## config.mk

```make
export PLATFORM = sky130hd
export DESIGN_NAME = iccm_loader_mc
export DESIGN_NICKNAME = d
export VERILOG_FILES = /design/src/rtl/iccm_loader_mc.sv
export SDC_FILE = /design/constraint.sdc
export NUM_CORES = 1
export LEC_CHECK = 0
export CAP_MARGIN = 20
export CORE_ASPECT_RATIO = 1.25
export CORE_MARGIN = 4
export CORE_UTILIZATION = 35
export DETAILED_ROUTE_END_ITERATION = 8
export PLACE_DENSITY = 0.53
export SLEW_MARGIN = 20
export SYNTH_ARGS = -nofsm -noshare
export SYNTH_HDL_FRONTEND = slang
export SYNTH_SLANG_ARGS = --single-unit
```

## constraint.sdc

```tcl
create_clock -name clk_i -period 4.7 [get_ports clk_i]
set_input_delay 0.705 -clock clk_i [delete_from_list [all_inputs] [get_ports clk_i]]
set_output_delay 0.705 -clock clk_i [all_outputs]
set_load 0.1 [all_outputs]
```

## src/rtl/iccm_loader_mc.sv

```systemverilog
// UART-driven multi-target memory loader: decodes framed load/boot commands into word writes.
// Optional trailing XOR checksum byte per frame when ICCM_LOADER_CSUM_EN is defined.
module iccm_loader_mc #(
    parameter int          DataWidth     = 32,
    parameter int          AddrWidth     = 12,
    parameter int          NumTargets    = 2,
    parameter int unsigned TimeoutCycles = 65535
) (
    input  logic                  clk_i,
    input  logic                  rst_ni,
    input  logic                  rx_dv_i,
    input  logic [7:0]            rx_byte_i,
    output logic                  we_o,
    output logic [NumTargets-1:0] tgt_o,
    output logic [AddrWidth-1:0]  addr_o,
    output logic [DataWidth-1:0]  wdata_o,
    output logic                  reset_o,
    output logic                  busy_o,
    output logic                  err_o,
    output logic [1:0]            err_code_o
);
    localparam int Bpw  = DataWidth / 8;
    localparam int BcW  = (Bpw > 1) ? $clog2(Bpw) : 1;
    localparam int TgtW = (NumTargets > 1) ? $clog2(NumTargets) : 1;

`ifdef ICCM_LOADER_CSUM_EN
    typedef enum logic [2:0] {IDLE, LEN0, LEN1, DATA, CSUM} state_e;
    localparam state_e EndState = CSUM;
    logic [7:0] csum;
`else
    typedef enum logic [2:0] {IDLE, LEN0, LEN1, DATA} state_e;
    localparam state_e EndState = IDLE;
`endif

    state_e               state;
    logic [TgtW-1:0]      tgt_q;
    logic [7:0]           len_lo;
    logic [15:0]          remain;
    logic [BcW-1:0]       byte_cnt;
    logic [AddrWidth-1:0] word_cnt;
    logic [DataWidth-1:0] word_q, word_next;
    logic [31:0]          timer;
    logic                 last_byte, timeout_hit;

    always_comb begin
        word_next = word_q;
        for (int i = 0; i < Bpw; i++)
            if (byte_cnt == BcW'(i)) word_next[i*8 +: 8] = rx_byte_i;
    end

    assign last_byte   = (byte_cnt == BcW'(Bpw - 1));
    assign busy_o      = (state != IDLE);
    // Timer counts silent cycles since the last byte; expiry on the last allowed cycle aborts.
    assign timeout_hit = (TimeoutCycles != 0) && busy_o && !rx_dv_i &&
                         (timer == 32'(TimeoutCycles - 1));

    always_ff @(posedge clk_i or negedge rst_ni) begin
        if (!rst_ni) begin
            state      <= IDLE;
            tgt_q      <= '0;
            len_lo     <= '0;
            remain     <= '0;
            byte_cnt   <= '0;
            word_cnt   <= '0;
            word_q     <= '0;
            timer      <= '0;
            we_o       <= 1'b0;
            tgt_o      <= '0;
            addr_o     <= '0;
            wdata_o    <= '0;
            reset_o    <= 1'b1;
            err_o      <= 1'b0;
            err_code_o <= 2'd0;
`ifdef ICCM_LOADER_CSUM_EN
            csum       <= '0;
`endif
        end else begin
            we_o  <= 1'b0;
            tgt_o <= '0;
            if (rx_dv_i || state == IDLE) timer <= '0;
            else if (timer != '1)         timer <= timer + 32'd1;

            if (rx_dv_i) begin
                case (state)
                    IDLE: begin
                        if (rx_byte_i == 8'hFF) begin
                            reset_o <= 1'b0;
                        end else if (rx_byte_i < 8'(NumTargets)) begin
                            tgt_q      <= rx_byte_i[TgtW-1:0];
                            reset_o    <= 1'b1;
                            err_o      <= 1'b0;
                            err_code_o <= 2'd0;
                            state      <= LEN0;
                        end else begin
                            err_o      <= 1'b1;
                            err_code_o <= 2'd1;
                        end
                    end
                    LEN0: begin
                        len_lo <= rx_byte_i;
`ifdef ICCM_LOADER_CSUM_EN
                        csum   <= rx_byte_i;
`endif
                        state  <= LEN1;
                    end
                    LEN1: begin
                        remain   <= {rx_byte_i, len_lo};
                        word_cnt <= '0;
                        byte_cnt <= '0;
`ifdef ICCM_LOADER_CSUM_EN
                        csum     <= csum ^ rx_byte_i;
`endif
                        state    <= ({rx_byte_i, len_lo} == 16'd0) ? EndState : DATA;
                    end
                    DATA: begin
                        word_q <= word_next;
`ifdef ICCM_LOADER_CSUM_EN
                        csum   <= csum ^ rx_byte_i;
`endif
                        if (last_byte) begin
                            we_o     <= 1'b1;
                            tgt_o    <= NumTargets'(1) << tgt_q;
                            addr_o   <= word_cnt;
                            wdata_o  <= word_next;
                            word_cnt <= word_cnt + 1'b1;
                            remain   <= remain - 16'd1;
                            byte_cnt <= '0;
                            if (remain == 16'd1) state <= EndState;
                        end else begin
                            byte_cnt <= byte_cnt + 1'b1;
                        end
                    end
`ifdef ICCM_LOADER_CSUM_EN
                    CSUM: begin
                        if (rx_byte_i != csum) begin
                            err_o      <= 1'b1;
                            err_code_o <= 2'd3;
                        end
                        state <= IDLE;
                    end
`endif
                    default: state <= IDLE;
                endcase
            end else if (timeout_hit) begin
                state      <= IDLE;
                byte_cnt   <= '0;
                err_o      <= 1'b1;
                err_code_o <= 2'd2;
            end
        end
    end
endmodule

```

==> flow_summary_export.csv, run 1 <==
group,metric,value,unit
run_status,status,"complete, no violations",
min_path,hp-class,"in -> async",
cts,cts_setup_buffers,0,
cts,cts.repair.resized,0,
power,ir_drop,293.5,uV
logic_synthesis,syn-num-nets,738,
global_routing,grt_antenna_before_repair,0,
cts,insertion_delay,420,ps
logic_synthesis,netlist_area,7163,um2
run,cap_viol_max_count,0,
die,io_pins,63,
detailed_routing,routedWlPerCell,16.48,um
worst_setup_path,critPathArrivalTime,2520,ps
logic_synthesis,ys_seq_area_share,51.72,%
timing,fin_tns_setup,0,ps
timing,hold_viol_final,0,
cts,cts.clk_slew.worst_paths,70,ps
cts,tritoncts,"built",
power,p_leak,3.696,nW
worst_setup_path,cp.required,3990,ps
final_layout,final_cell_mix,"dfrtp_1, nand2_1, nor2_1",
logic_synthesis,synth_top_area_share,51.35,%
global_routing,grt_pass1_wl,28480,um
placement,hpwl,11790,um
global_routing,grtUsageMet1,18.80,%
final_layout,ff_latch_area,3705,um2
cts,cts-root-buf,"clkbuf_16",
detailed_routing,drt_iter0_drc,252,
die,die_h,167.9,um
cts,cts_hold_buf,0,
final_layout,layout.nets,784,
logic_synthesis,yosysWarnings,0,
cts,clockBufferDepth,2,
final_layout,layout-drive-gt1-share,12.36,%
cts,cts_made_buffers,17,
timing,rsz0062_at_grt,"false",
global_routing,grt_util_met3,3.347,%
worst_setup_path,worstSetupStartpointType,"flop",
die,core.rowCount,58,
logic_synthesis,synth_area_leaders,"dfrtp_1, nand2_1, mux2_2",
detailed_routing,ant_nets,0,
placement,io_buffers,62,
timing,max-slew-margin-rel,32.38,%
logic_synthesis,async_reset_ff_share,100.0,%
worst_setup_path,endpoint_kind,"primary output",
logic_synthesis,synth_cells,718,
logic_synthesis,synthDistinctLibCells,71,
logic_synthesis,synth_area_leader_cell,"dfrtp_1",
final_layout,multiInputGateArea,3218,um2
timing,min_period_over_period,68.60,%
die,fp.dieW,136.0,um
final_layout,nFillCells,1984,
cts,h-tree-depth,4,
detailed_routing,dr.pass1.iters,4,
logic_synthesis,syn_area_per_cell,9.976,um2
global_routing,use_met2,27.12,%
detailed_routing,vias_per_cell,5.245,
cts,clock_sinks,148,
power,pwr_density_cell,622.1,nW/um2
global_routing,grt_usage,15.56,%
final_layout,antenna_cells,0,
die,die-area,22830,um2
detailed_routing,finalWirelength,17260,um
power,p_total,5.339,mW
global_routing,grt_overflow_total,0,
global_routing,first_global_vias,5481,
placement,place_congestion,0.8150,
logic_synthesis,synth_edf_count,0,
timing,setup_viol,0,
worst_setup_path,crit_fanout,13,
detailed_routing,vias,5492,
final_layout,syn_to_final_growth,19.81,%
global_routing,grt_max_degree,71,
timing,fmax,0.3101,GHz
worst_setup_path,crit_type,"reg -> out",
global_routing,top_usage_layer,"met2",
die,core,20100,um2
logic_synthesis,synth-seq-cells,148,
logic_synthesis,synth-main-ff-cell,"dfrtp_1",
detailed_routing,drc,0,
timing,tightest_slew,1010,ps
timing,drv_slew,0,
timing,min_period,3224,ps
final_layout,final_common_cell,"dfrtp_1",
timing,skew,13.04,ps
die,start_util,35.63,%
Yosys cell counts, types with 7 or more instances:
master      n
nand3_1    20
o21ai_0    26
inv_1      14
nor3_1      7
nand2_1   107
mux2i_1    24
clkbuf_1   29
a31oi_1    12
dfrtp_1   147
or3_1      14
xor2_1      7
ha_1        9
nand4_1    17
a21oi_1    58
xnor2_1    14
nor2_1     69
buf_2       7
nor4_1      7
and3_1      8
mux2_2     33
layer usage:
layer  vias up  routed length [um]
li1       2655                   -
met1      2712                7633
met2       100                8655
met3        25                 598
met4         0                 370
met5         -                   0
state kept, by name, indices dropped and copies added, names as in the netlist:
| name | count |
|---|---|
| addr_o | 12 |
| byte_cnt | 2 |
| err_code_o | 2 |
| err_o | 1 |
| len_lo | 8 |
| remain | 16 |
| reset_o | 1 |
| state | 2 |
| tgt_o | 2 |
| tgt_q | 1 |
| timer | 32 |
| wdata_o | 32 |
| we_o | 1 |
| word_cnt | 12 |
| word_q | 24 |
through the flow:
stage | worst slack [ps] | util, % | std cells | hold slack, ps | cell area, um2
2_1_floorplan | 2417 | - | 718 | 409.4 | 7163
3_3_place_gp | 1390 | 39.79 | 1015 | 460.4 | 7998
3_5_place_dp | 1278 | 39.79 | 1015 | 464.1 | 7998
4_1_cts | 1462 | 42.69 | 1047 | 291.6 | 8581
5_1_grt | 1376 | 42.69 | 1047 | 330.0 | 8582
6_report | 1476 | 42.69 | 1047 | 288.3 | 8582
worst paths after layout:
path / from / slack [ps] / to / cells after the start
max in group asynchronous: rst_ni / 3380 / word_q[7]$_DFFE_PN0P_ / 2
min in group clk_i: addr_o[7]$_DFFE_PN0P_ / 470 / addr_o[7]$_DFFE_PN0P_ / 2
max: state[0]$_DFFE_PN0P_ / 1480 / busy_o / 3
max reg2reg: state[0]$_DFFE_PN0P_ / 1760 / wdata_o[0]$_DFFE_PN0P_ / 8
min: rst_ni / 290 / wdata_o[16]$_DFFE_PN0P_ / 1
min reg2reg: addr_o[7]$_DFFE_PN0P_ / 470 / addr_o[7]$_DFFE_PN0P_ / 2
logic make-up (layout without fill, tap and decap cells):
group	Yosys count	in the layout	share of synthesized area (%)
AO/OA/AOI/OAI	145	145	13.03
AND/OR/NAND/NOR	280	280	19.20
flip-flops	148	148	51.72
buffers and inverters	58	117	3.371
multiplexers	57	57	8.542
XOR/XNOR	21	21	2.568
adder cells (fa/ha/maj)	9	9	1.572
critical path, stage by stage (launching register included):
cell and delay [ps]:
dfrtp_1 630, nor2_1 150, inv_1 160, clkdlybuf4s50_1 1160
final cells by class:
class,count,area share [%]
Multi-Input combinational cell,512,37.50
Inverter,15,0.6561
Clock inverter,14,1.793
Tap cell,270,3.936
Clock buffer,18,5.001
Sequential cell,148,43.17
Timing Repair Buffer,70,7.946
report_power, final:
group | switching [mW] | internal, mW | total [mW]
registers | 0.260 | 1.62 | 1.88
logic | 1.48 | 0.642 | 2.12
clock network | 0.552 | 0.787 | 1.34
No activity file was read; power rests on OpenSTA's default activity.
==> run 2, diff against run 1 <==
Settings changed: PLACE_DENSITY 0.53 to 0.55.
Clock period 4.7 ns to 2.63 ns, I/O delays scaled along.
==> run 2 against run 1 <==
  * Combinational power increased by 80%
  * Sequential cell count is the same
  * Core utilization is 0.69 points higher
  * Via count grew 3.0%
  * Design area up 1.6%
  * Worst hold slack gained 150 ps
  * Critical endpoint is now timer[9]$_DFFE_PN0P_
  * Largest power group unchanged
==> flow_summary_export.csv, run 2 (synthesis gave the netlist of run 1 again) <==
group,metric,value,unit
run_status,status,"complete, no violations",
cts,clockBufferDepth,2,
worst_setup_path,critPathArrivalTime,2600,ps
cts,cts.clk_slew.worst_paths,60,ps
timing,hold_viol_final,0,
placement,placed_area,8070,um2
timing,min_period,2242,ps
final_layout,antenna_cells,0,
die,die_h,167.9,um
detailed_routing,drc,0,
detailed_routing,vias,5658,
detailed_routing,dr.pass1.iters,5,
final_layout,layout.nets,807,
die,fp.dieW,136.0,um
detailed_routing,drt_iter0_drc,256,
power,p_leak,3.941,nW
global_routing,grt_antenna_before_repair,0,
die,core.rowCount,58,
timing,max-slew-margin-rel,58.62,%
timing,fmax,0.4460,GHz
power,p_total,9.822,mW
global_routing,grt_usage,15.70,%
final_layout,finish.utilization,43.38,%
global_routing,grt_overflow_total,0,
detailed_routing,routedWlPerCell,16.23,um
timing,fin_tns_setup,0,ps
placement,place_congestion,0.8087,
timing,drv_slew,0,
run,cap_viol_max_count,0,
final_layout,stdcell_area,8721,um2
final_layout,syn_to_final_growth,21.75,%
cts,tritoncts,"built",
global_routing,grt_pass1_wl,28590,um
placement,io_buffers,62,
cts,cts_made_buffers,17,
worst_setup_path,setup.worst_path.start,"timer[1]$_DFFE_PN0P_",
timing,holdWs,438.0,ps
placement,hpwl,12020,um
detailed_routing,finalWirelength,17370,um
cts,clock_sinks,148,
timing,setup_viol,0,
final_layout,final_common_cell,"dfrtp_1",
worst_setup_path,endpoint_kind,"flop",
worst_setup_path,crit_fanout,11,
timing,min_period_over_period,85.25,%
detailed_routing,ant_nets,0,
worst_setup_path,worstSetupStartpointType,"flop",
worst_setup_path,crit_type,"reg -> reg",
min_path,hp-class,"reg -> reg",
power,pwr_density_cell,1126,nW/um2
timing,rsz0062_at_grt,"false",
global_routing,first_global_vias,5538,
final_layout,layout-drive-gt1-share,21.25,%
die,io_pins,63,
cts,insertion_delay,430,ps
placement,dp_slack,149.0,ps
final_layout,nFillCells,1957,
power,ir_drop,615.5,uV
final_layout,final_cell_mix,"dfrtp_1, nand2_1, buf_4",
timing,tightest_slew,615.9,ps
global_routing,grtUsageMet1,21.40,%
die,die-area,22830,um2
cts,h-tree-depth,4,
die,start_util,35.63,%
placement,dp.cells,1037,
die,core,20100,um2
final_layout,biggestRegsByFlops,"timer: 32 flops, wdata_o: 32 flops, word_q: 24 flops",
global_routing,grt_max_degree,58,
cts,cts_setup_buffers,0,
cts,cts-root-buf,"clkbuf_16",
global_routing,use_met2,24.83,%
worst_setup_path,cp.required,2980,ps
min_path,hp-start,"tgt_q$_DFFE_PN0P_",
timing,skew,6.047,ps
global_routing,top_usage_layer,"met2",
final_layout,fin_cells,1070,
global_routing,grt_util_met3,3.377,%
timing,fin_ws,387.9,ps
detailed_routing,vias_per_cell,5.288,
worst_setup_path,timing.rr.start,"timer[1]$_DFFE_PN0P_",
==> run 2: worst max-delay path, cell delays in order (launching register included) <==
cell and delay (ps):
dfrtp_1 420, ha_1 240, and3_1 250, and4_1 340
and3_1 310, or3_2 450, a21oi_1 150
==> run 2: cell type report <==
type	count	area [um2]	area share (%)
inverters	15	56.30	0.6456
clock inverters	14	201.4	2.310
repair buffers	93	764.5	8.766
well taps	270	337.8	3.874
multi-input cells	512	3217	36.89
clock buffers	18	439.2	5.036
flip-flops and latches	148	3705	42.48
==> run 2: layer usage <==
layer  routed length [um]  share of wire [%]  vias to the layer above
li1                     -                  -                     2707
met1                 8101                 47                     2812
met2                 8155                 47                      114
met3                  808                4.7                       25
met4                  300                1.7                        0
met5                    0                  0                        -
==> run 2: worst paths after layout <==
check | endpoint | slack (ps) | cells after the start
max | timer[9]$_DFFE_PN0P_ | 390 | 6
min | tgt_o[0]$_DFF_PN0_ | 440 | 1
max reg2reg | timer[9]$_DFFE_PN0P_ | 390 | 6
min reg2reg | tgt_o[0]$_DFF_PN0_ | 440 | 1
max in group asynchronous | remain[13]$_DFFE_PN0P_ | 1430 | 3
min in group asynchronous | wdata_o[25]$_DFFE_PN0P_ | 490 | 2
==> run 2: repair_timing <==
action,in CTS,in global routing
setup endpoints to repair,0,0
hold buffers,1,0
hold endpoints to repair,48,0
resized for setup,0,0
==> run 2: power breakdown <==
group	internal, mW	leakage [nW]	switching (mW)
sequential	2.89	1.93	0.490
clock	1.62	0.307	1.01
combinational	1.15	1.70	2.66
total	5.66	3.94	4.16
==> run 3, diff against run 2 <==
Settings changed: CAP_MARGIN 20 to 5.
==> results of run 3 <==
No change in the layout: final DEF, timing and power equal those of run 2.
